--- config.mk ---
export PLATFORM = sky130hd
export DESIGN_NAME = cacheline_burst_adapter_flat
export DESIGN_NICKNAME = d
export VERILOG_FILES = /design/src/rtl/cacheline_burst_adapter_if.sv /design/src/rtl/cacheline_burst_adapter.sv /design/src/flat_wrapper.sv
export SDC_FILE = /design/constraint.sdc
export NUM_CORES = 2
export LEC_CHECK = 0
export CAP_MARGIN = 20
export CORE_AREA = 2 2 277 279
export CTS_CLUSTER_SIZE = 20
export DETAILED_ROUTE_END_ITERATION = 16
export DIE_AREA = 0 0 279 281
export GPL_ROUTABILITY_DRIVEN = 0
export PLACE_DENSITY = 0.79
export SYNTH_ARGS = -nofsm -noshare
export SYNTH_HDL_FRONTEND = slang
export SYNTH_SLANG_ARGS = --single-unit
--- constraint.sdc ---
create_clock -name clk -period 5 [get_ports clk]
set_input_delay 1.25 -clock clk [delete_from_list [all_inputs] [get_ports clk]]
set_output_delay 1.25 -clock clk [all_outputs]
set_load 0.1 [all_outputs]
--- src/rtl/cacheline_burst_adapter_if.sv ---
// ============================================================================
// Module  : cacheline_burst_adapter_if
// Brief   : Cache-line request port and memory burst port of the line adapter.
//           ADAPTER_STROBE_EN adds the line_byte_enable signal.
// Revision: 1.0 - initial release
// ============================================================================
`default_nettype none

interface cacheline_burst_adapter_if #(
    parameter int CACHE_LINE_WIDTH = 256,
    parameter int BURST_LEN        = 4
);
    localparam int BW = CACHE_LINE_WIDTH / BURST_LEN;

    logic [31:0]                 line_address;
    logic                        line_read;
    logic                        line_write;
    logic [CACHE_LINE_WIDTH-1:0] line_wdata;
    logic [CACHE_LINE_WIDTH-1:0] line_rdata;
    logic                        line_resp;
`ifdef ADAPTER_STROBE_EN
    logic [CACHE_LINE_WIDTH/8-1:0] line_byte_enable;
`endif
    logic [31:0]                 mem_address;
    logic                        mem_read;
    logic                        mem_write;
    logic [BW-1:0]               mem_wdata;
    logic [BW/8-1:0]             mem_byte_enable;
    logic [BW-1:0]               mem_rdata;
    logic                        mem_resp;
    logic                        pm_error;

    modport slave (
`ifdef ADAPTER_STROBE_EN
        input  line_byte_enable,
`endif
        input  line_address, line_read, line_write, line_wdata,
        input  mem_rdata, mem_resp,
        output line_rdata, line_resp,
        output mem_address, mem_read, mem_write, mem_wdata, mem_byte_enable,
        output pm_error
    );

    modport master (
`ifdef ADAPTER_STROBE_EN
        output line_byte_enable,
`endif
        output line_address, line_read, line_write, line_wdata,
        output mem_rdata, mem_resp,
        input  line_rdata, line_resp,
        input  mem_address, mem_read, mem_write, mem_wdata, mem_byte_enable,
        input  pm_error
    );
endinterface

`default_nettype wire

--- src/rtl/cacheline_burst_adapter.sv ---
// ============================================================================
// Module  : cacheline_burst_adapter
// Brief   : Turns single-cycle cache-line requests into multi-beat memory
//           bursts. Optional per-byte write strobes via ADAPTER_STROBE_EN.
// Revision: 1.0 - initial release
// ============================================================================
`default_nettype none

module cacheline_burst_adapter #(
    parameter int CACHE_LINE_WIDTH = 256,
    parameter int BURST_LEN        = 4
) (
    input  logic                     clk,
    input  logic                     rst,
    cacheline_burst_adapter_if.slave bus
);
    localparam int c_BW  = CACHE_LINE_WIDTH / BURST_LEN;
    localparam int c_BEW = c_BW / 8;
    localparam int c_OFF = $clog2(CACHE_LINE_WIDTH / 8);
    localparam int c_CW  = (BURST_LEN > 1) ? $clog2(BURST_LEN) : 1;
    localparam logic [c_CW-1:0] c_LAST = c_CW'(BURST_LEN - 1);

    typedef enum logic [1:0] {
        ST_IDLE  = 2'd0,
        ST_READ  = 2'd1,
        ST_WRITE = 2'd2,
        ST_DONE  = 2'd3
    } state_t;

    state_t                      r_state;
    state_t                      w_state_nxt;
    logic [c_CW-1:0]             r_beat;
    logic [31:0]                 r_addr;
    logic [CACHE_LINE_WIDTH-1:0] r_wline;
    logic [CACHE_LINE_WIDTH-1:0] r_rbuf;
    logic [CACHE_LINE_WIDTH-1:0] r_rline;
    logic [CACHE_LINE_WIDTH-1:0] w_rbuf_nxt;
    logic                        r_pm_error;

    logic w_accept_rd;
    logic w_accept_wr;
    logic w_beat_en;
    logic w_last;
    logic w_mem_read;
    logic w_mem_write;
    logic w_unused_addr_bits;

    assign w_unused_addr_bits = ^bus.line_address[c_OFF-1:0];

    always_ff @(posedge clk) begin
        if (rst) r_state <= ST_IDLE;
        else     r_state <= w_state_nxt;
    end

    always_comb begin
        w_state_nxt = r_state;
        w_accept_rd = 1'b0;
        w_accept_wr = 1'b0;
        w_beat_en   = 1'b0;
        w_last      = 1'b0;
        case (r_state)
            ST_IDLE: begin
                if (bus.line_write) begin
                    w_accept_wr = 1'b1;
                    w_state_nxt = ST_WRITE;
                end else if (bus.line_read) begin
                    w_accept_rd = 1'b1;
                    w_state_nxt = ST_READ;
                end
            end
            ST_READ, ST_WRITE: begin
                if (bus.mem_resp) begin
                    w_beat_en = 1'b1;
                    if (r_beat == c_LAST) begin
                        w_last      = 1'b1;
                        w_state_nxt = ST_DONE;
                    end
                end
            end
            ST_DONE: w_state_nxt = ST_IDLE;
            default: w_state_nxt = ST_IDLE;
        endcase
    end

    always_comb begin
        w_rbuf_nxt = r_rbuf;
        w_rbuf_nxt[r_beat*c_BW +: c_BW] = bus.mem_rdata;
    end

    // Reads assemble in r_rbuf so line_rdata keeps the previous line until
    // the next read has fully arrived.
    always_ff @(posedge clk) begin
        if (rst) begin
            r_beat     <= '0;
            r_addr     <= '0;
            r_wline    <= '0;
            r_rbuf     <= '0;
            r_rline    <= '0;
            r_pm_error <= 1'b0;
        end else begin
            if (w_accept_rd || w_accept_wr) begin
                r_addr <= {bus.line_address[31:c_OFF], {c_OFF{1'b0}}};
                r_beat <= '0;
            end
            if (w_accept_wr) r_wline <= bus.line_wdata;
            if (w_beat_en && !w_last) r_beat <= r_beat + 1'b1;
            if (w_beat_en && (r_state == ST_READ)) begin
                r_rbuf <= w_rbuf_nxt;
                if (w_last) r_rline <= w_rbuf_nxt;
            end
            if ((bus.mem_resp && ((r_state == ST_IDLE) || (r_state == ST_DONE))) ||
                (w_mem_read && w_mem_write))
                r_pm_error <= 1'b1;
        end
    end

    assign w_mem_read  = (r_state == ST_READ);
    assign w_mem_write = (r_state == ST_WRITE);

    assign bus.mem_read    = w_mem_read;
    assign bus.mem_write   = w_mem_write;
    assign bus.mem_address = r_addr;
    assign bus.mem_wdata   = r_wline[r_beat*c_BW +: c_BW];
    assign bus.line_rdata  = r_rline;
    assign bus.line_resp   = (r_state == ST_DONE);
    assign bus.pm_error    = r_pm_error;

`ifdef ADAPTER_STROBE_EN
    logic [CACHE_LINE_WIDTH/8-1:0] r_strb;

    always_ff @(posedge clk) begin
        if (rst)              r_strb <= '0;
        else if (w_accept_wr) r_strb <= bus.line_byte_enable;
    end

    assign bus.mem_byte_enable = w_mem_write ? r_strb[r_beat*c_BEW +: c_BEW] : '1;
`else
    assign bus.mem_byte_enable = '1;
`endif

endmodule

`default_nettype wire

--- src/flat_wrapper.sv ---
// flat-port wrapper written by rule: the top's interface ports become plain ports
module cacheline_burst_adapter_flat 
#(
    parameter int CACHE_LINE_WIDTH = 256,
    parameter int BURST_LEN        = 4
)
  (clk, rst, bus_line_address, bus_line_read, bus_line_write, bus_line_wdata, bus_mem_rdata, bus_mem_resp, bus_line_rdata, bus_line_resp, bus_mem_address, bus_mem_read, bus_mem_write, bus_mem_wdata, bus_mem_byte_enable, bus_pm_error);
  cacheline_burst_adapter_if #(.CACHE_LINE_WIDTH(CACHE_LINE_WIDTH), .BURST_LEN(BURST_LEN)) bus_i ();
  input  logic clk;
  input  logic rst;
  input wire logic [$bits(bus_i.line_address)-1:0] bus_line_address;
  input wire logic [$bits(bus_i.line_read)-1:0] bus_line_read;
  input wire logic [$bits(bus_i.line_write)-1:0] bus_line_write;
  input wire logic [$bits(bus_i.line_wdata)-1:0] bus_line_wdata;
  input wire logic [$bits(bus_i.mem_rdata)-1:0] bus_mem_rdata;
  input wire logic [$bits(bus_i.mem_resp)-1:0] bus_mem_resp;
  output wire logic [$bits(bus_i.line_rdata)-1:0] bus_line_rdata;
  output wire logic [$bits(bus_i.line_resp)-1:0] bus_line_resp;
  output wire logic [$bits(bus_i.mem_address)-1:0] bus_mem_address;
  output wire logic [$bits(bus_i.mem_read)-1:0] bus_mem_read;
  output wire logic [$bits(bus_i.mem_write)-1:0] bus_mem_write;
  output wire logic [$bits(bus_i.mem_wdata)-1:0] bus_mem_wdata;
  output wire logic [$bits(bus_i.mem_byte_enable)-1:0] bus_mem_byte_enable;
  output wire logic [$bits(bus_i.pm_error)-1:0] bus_pm_error;
  assign bus_i.line_address = bus_line_address;
  assign bus_i.line_read = bus_line_read;
  assign bus_i.line_write = bus_line_write;
  assign bus_i.line_wdata = bus_line_wdata;
  assign bus_i.mem_rdata = bus_mem_rdata;
  assign bus_i.mem_resp = bus_mem_resp;
  assign bus_line_rdata = bus_i.line_rdata;
  assign bus_line_resp = bus_i.line_resp;
  assign bus_mem_address = bus_i.mem_address;
  assign bus_mem_read = bus_i.mem_read;
  assign bus_mem_write = bus_i.mem_write;
  assign bus_mem_wdata = bus_i.mem_wdata;
  assign bus_mem_byte_enable = bus_i.mem_byte_enable;
  assign bus_pm_error = bus_i.pm_error;
  cacheline_burst_adapter #(.CACHE_LINE_WIDTH(CACHE_LINE_WIDTH), .BURST_LEN(BURST_LEN)) u_core (.clk(clk), .rst(rst), .bus(bus_i));
endmodule
==> qor.csv <==
stage,metric,value,unit
cts,postCtsHoldBufs,0,
pwr,finalPower,18.4,mW
die,rows,101,
critical_path,critPathBufInv,2,
synthesis,synth_ff_type,dfxtp_1,
drt,drc,0,
timing,fin_ws,0.308,ns
critical_path,worstPathRequired,3.75,ns
cts,cts_max_path_buffers,3,
timing,tightest_slew,1.16,ns
place,dp.cells,5013,
timing,drv_slew,0,
synthesis,synth_area,31400,sq um
global_route,grt_use_met3,8.60,%
global_route,met1_usage,34.5,%
critical_path,cp-start-kind,register,
drt,drtIter0Drc,3371,
finish,final_cell_mix,"dfxtp_1, a21oi_1, clkdlybuf4s50_1",
drt,vias_per_cell,5.85,
global_route,met2_usage,44.7,%
drt,num_vias,30300,
synthesis,async_reset_ff_share,0,%
finish,seqCellArea,16000,sq um
finish,final_common_cell,dfxtp_1,
critical_path,crit_path_max_incr_delay,1.00,ns
place,place.detailed.hpwl,73.4,mm
synthesis,yosys-top-cells-area,"dfxtp_1, a21oi_1, nand2_1, mux4_2, o21ai_0",
timing,hold_slack,0.451,ns
die,chipWidth,279,microns
synthesis,yosys_warnings,0,
timing,rsz0062_at_grt,false,
cts,cts_resized,0,
die,ios,721,
drt,wl_per_cell,22.0,microns
finish,drive_gt1_share,7.59,%
place,io_buffers,702,
synthesis,syn_inst,3704,
die,die_h,281,microns
critical_path,critical_path_arrival,3.44,ns
synthesis,synth_edf_count,0,
timing,fmax,213,MHz
global_route,grt_pass1_wl,171,mm
cts,htreeDepth,3,
finish,final_util,55.1,%
worst_hold_path,hold_class,reg -> reg,
pwr,leakagePower,14.9,nW
cts,post_cts_buffers,0,
finish,final_cells,5187,
die,start_util,41.6,%
synthesis,synth.distinct_cells,42,
run_status,status,"complete, no violations",
synthesis,synth_top_cell_area_share,51.0,%
finish,multi_input_area,13600,sq um
place,place_area,38600,sq um
timing,setup_tns,0,ns
die,core_area,75400,sq um
finish,final_area,41500,sq um
finish,area_growth,32.3,%
timing,fin_worst_skew,0.0201,ns
timing,setup_viol_count_final,0,
global_route,grt_remaining_overflow,0,
finish,nets,4491,
die,dieArea,78400,sq um
synthesis,ys_seq_area_share,51.0,%
global_route,grt_pass1_vias,28400,
drt,antenna_left,0,
critical_path,path_cells,buf_4 -> mux4_2 -> clkdlybuf4s50_1,
critical_path,slowest_stage,clkdlybuf4s50_1,
cts,path_clk_slew,0.06,ns
pwr,p_per_area,442,nW/um^2
timing,timing.final.crit_share,93.8,%
synthesis,synth_seq_cells,800,
timing,worst_slew_margin_rel,22.7,%
critical_path,crit_family,buffers and inverters,
cts,cts_buffers,84,
job,cap_violations,0,
cts,cts_num_sinks,800,
place,dp_worst_setup_slack,0.931,ns
pwr,irDropWorstVdd,0.334,mV
global_route,grt_busiest_layer,met2,
synthesis,synth.largest_area_cell,dfxtp_1,
critical_path,critPathCaptureType,primary output,
drt,drt-total-wl,114,mm
cts,root_buffer,clkbuf_16,
global_route,grt_use_total,27.9,%
global_route,grt_max_degree,183,
cts,clk-insertion-delay-late,0.64,ns
critical_path,crit_type,reg -> out,
synthesis,syn_avg_cell_area,8.48,sq um
timing,hold_viol_final,0,
drt,drtPass1Iterations,6,
critical_path,cp_max_fo,34,
global_route,antenna_found_initial,18,
timing,fin_crit,4.69,ns
finish,nFillCells,6581,
cts,cts_tree,yes,
==> Yosys cell counts (all sizes together), types with 2 or more instances <==
library cell  number
dfxtp            800
a21oi            768
nand2            670
clkbuf           369
o21ai            257
nand3            228
nor2             131
a22o              90
buf               74
nand4             70
a32oi             67
a221oi            64
mux4              64
ha                11
inv               10
and3b              3
and4               3
a31oi              2
and3               2
conb               2
nand2b             2
nor3               2
nor3b              2
==> kinds of logic after synthesis <==
| group | synth area share (%) |
|---|---|
| buf+inv | 6.03 |
| fa+ha+maj | 0.438 |
| flops | 51.0 |
| other cells | 0.0239 |
| compound gates | 22.7 |
| simple gates | 15.2 |
| mux | 4.59 |
==> flip-flops by register name, indices dropped and copies added, names as in the netlist <==
register                count
u_core.bus.line_rdata     256
u_core.bus.mem_address     27
u_core.bus.pm_error         1
u_core.r_beat               2
u_core.r_rbuf             256
u_core.r_state              2
u_core.r_wline            256
==> routing by layer <==
| layer | share of wire (%) | vias to the layer above |
|---|---|---|
| met5 | 0.021 | - |
| met4 | 4.1 | 4 |
| met3 | 11 | 240 |
| met2 | 47 | 1716 |
| met1 | 38 | 14500 |
| li1 | - | 13900 |
==> tightest hold or removal path: cells and delay by family, from the launching register on <==
kind / cells / cell delay, ns
AND/OR/NAND/NOR: 1 / 0.05
flip-flops: 1 / 0.31
AO/OA/AOI/OAI: 1 / 0.05
==> report_power, final <==
group	internal, mW	switching, mW	total (mW)
clock	3.80	2.73	6.53
sequential	6.79	0.277	7.07
combinational	1.33	3.44	4.77
total	11.9	6.45	18.4
==> layout make-up <==
type	count	share of cell area, %
clock inverters	40	1.22
clock buffers	115	5.76
flip-flops and latches	800	38.6
well taps	978	2.95
inverters	10	0.102
multi-input cells	2462	32.7
diodes	17	0.102
repair buffers	765	18.6
==> worst paths after layout <==
| path | start | endpoint | slack (ns) | cells after the start |
|---|---|---|---|---|
| setup / recovery | u_core.r_beat[0]$_SDFFE_PP0P_ | bus_mem_wdata[43] | 0.31 | 3 |
| hold / removal | u_core.r_wline[131]$_SDFFE_PP0P_ | u_core.r_wline[131]$_SDFFE_PP0P_ | 0.45 | 2 |
| setup reg to reg | u_core.r_beat[0]$_SDFFE_PP0P_ | u_core.bus.line_rdata[242]$_SDFFE_PP0P_ | 1.50 | 7 |
| hold reg to reg | u_core.r_wline[131]$_SDFFE_PP0P_ | u_core.r_wline[131]$_SDFFE_PP0P_ | 0.45 | 2 |
(Power assumes the default switching activity.)
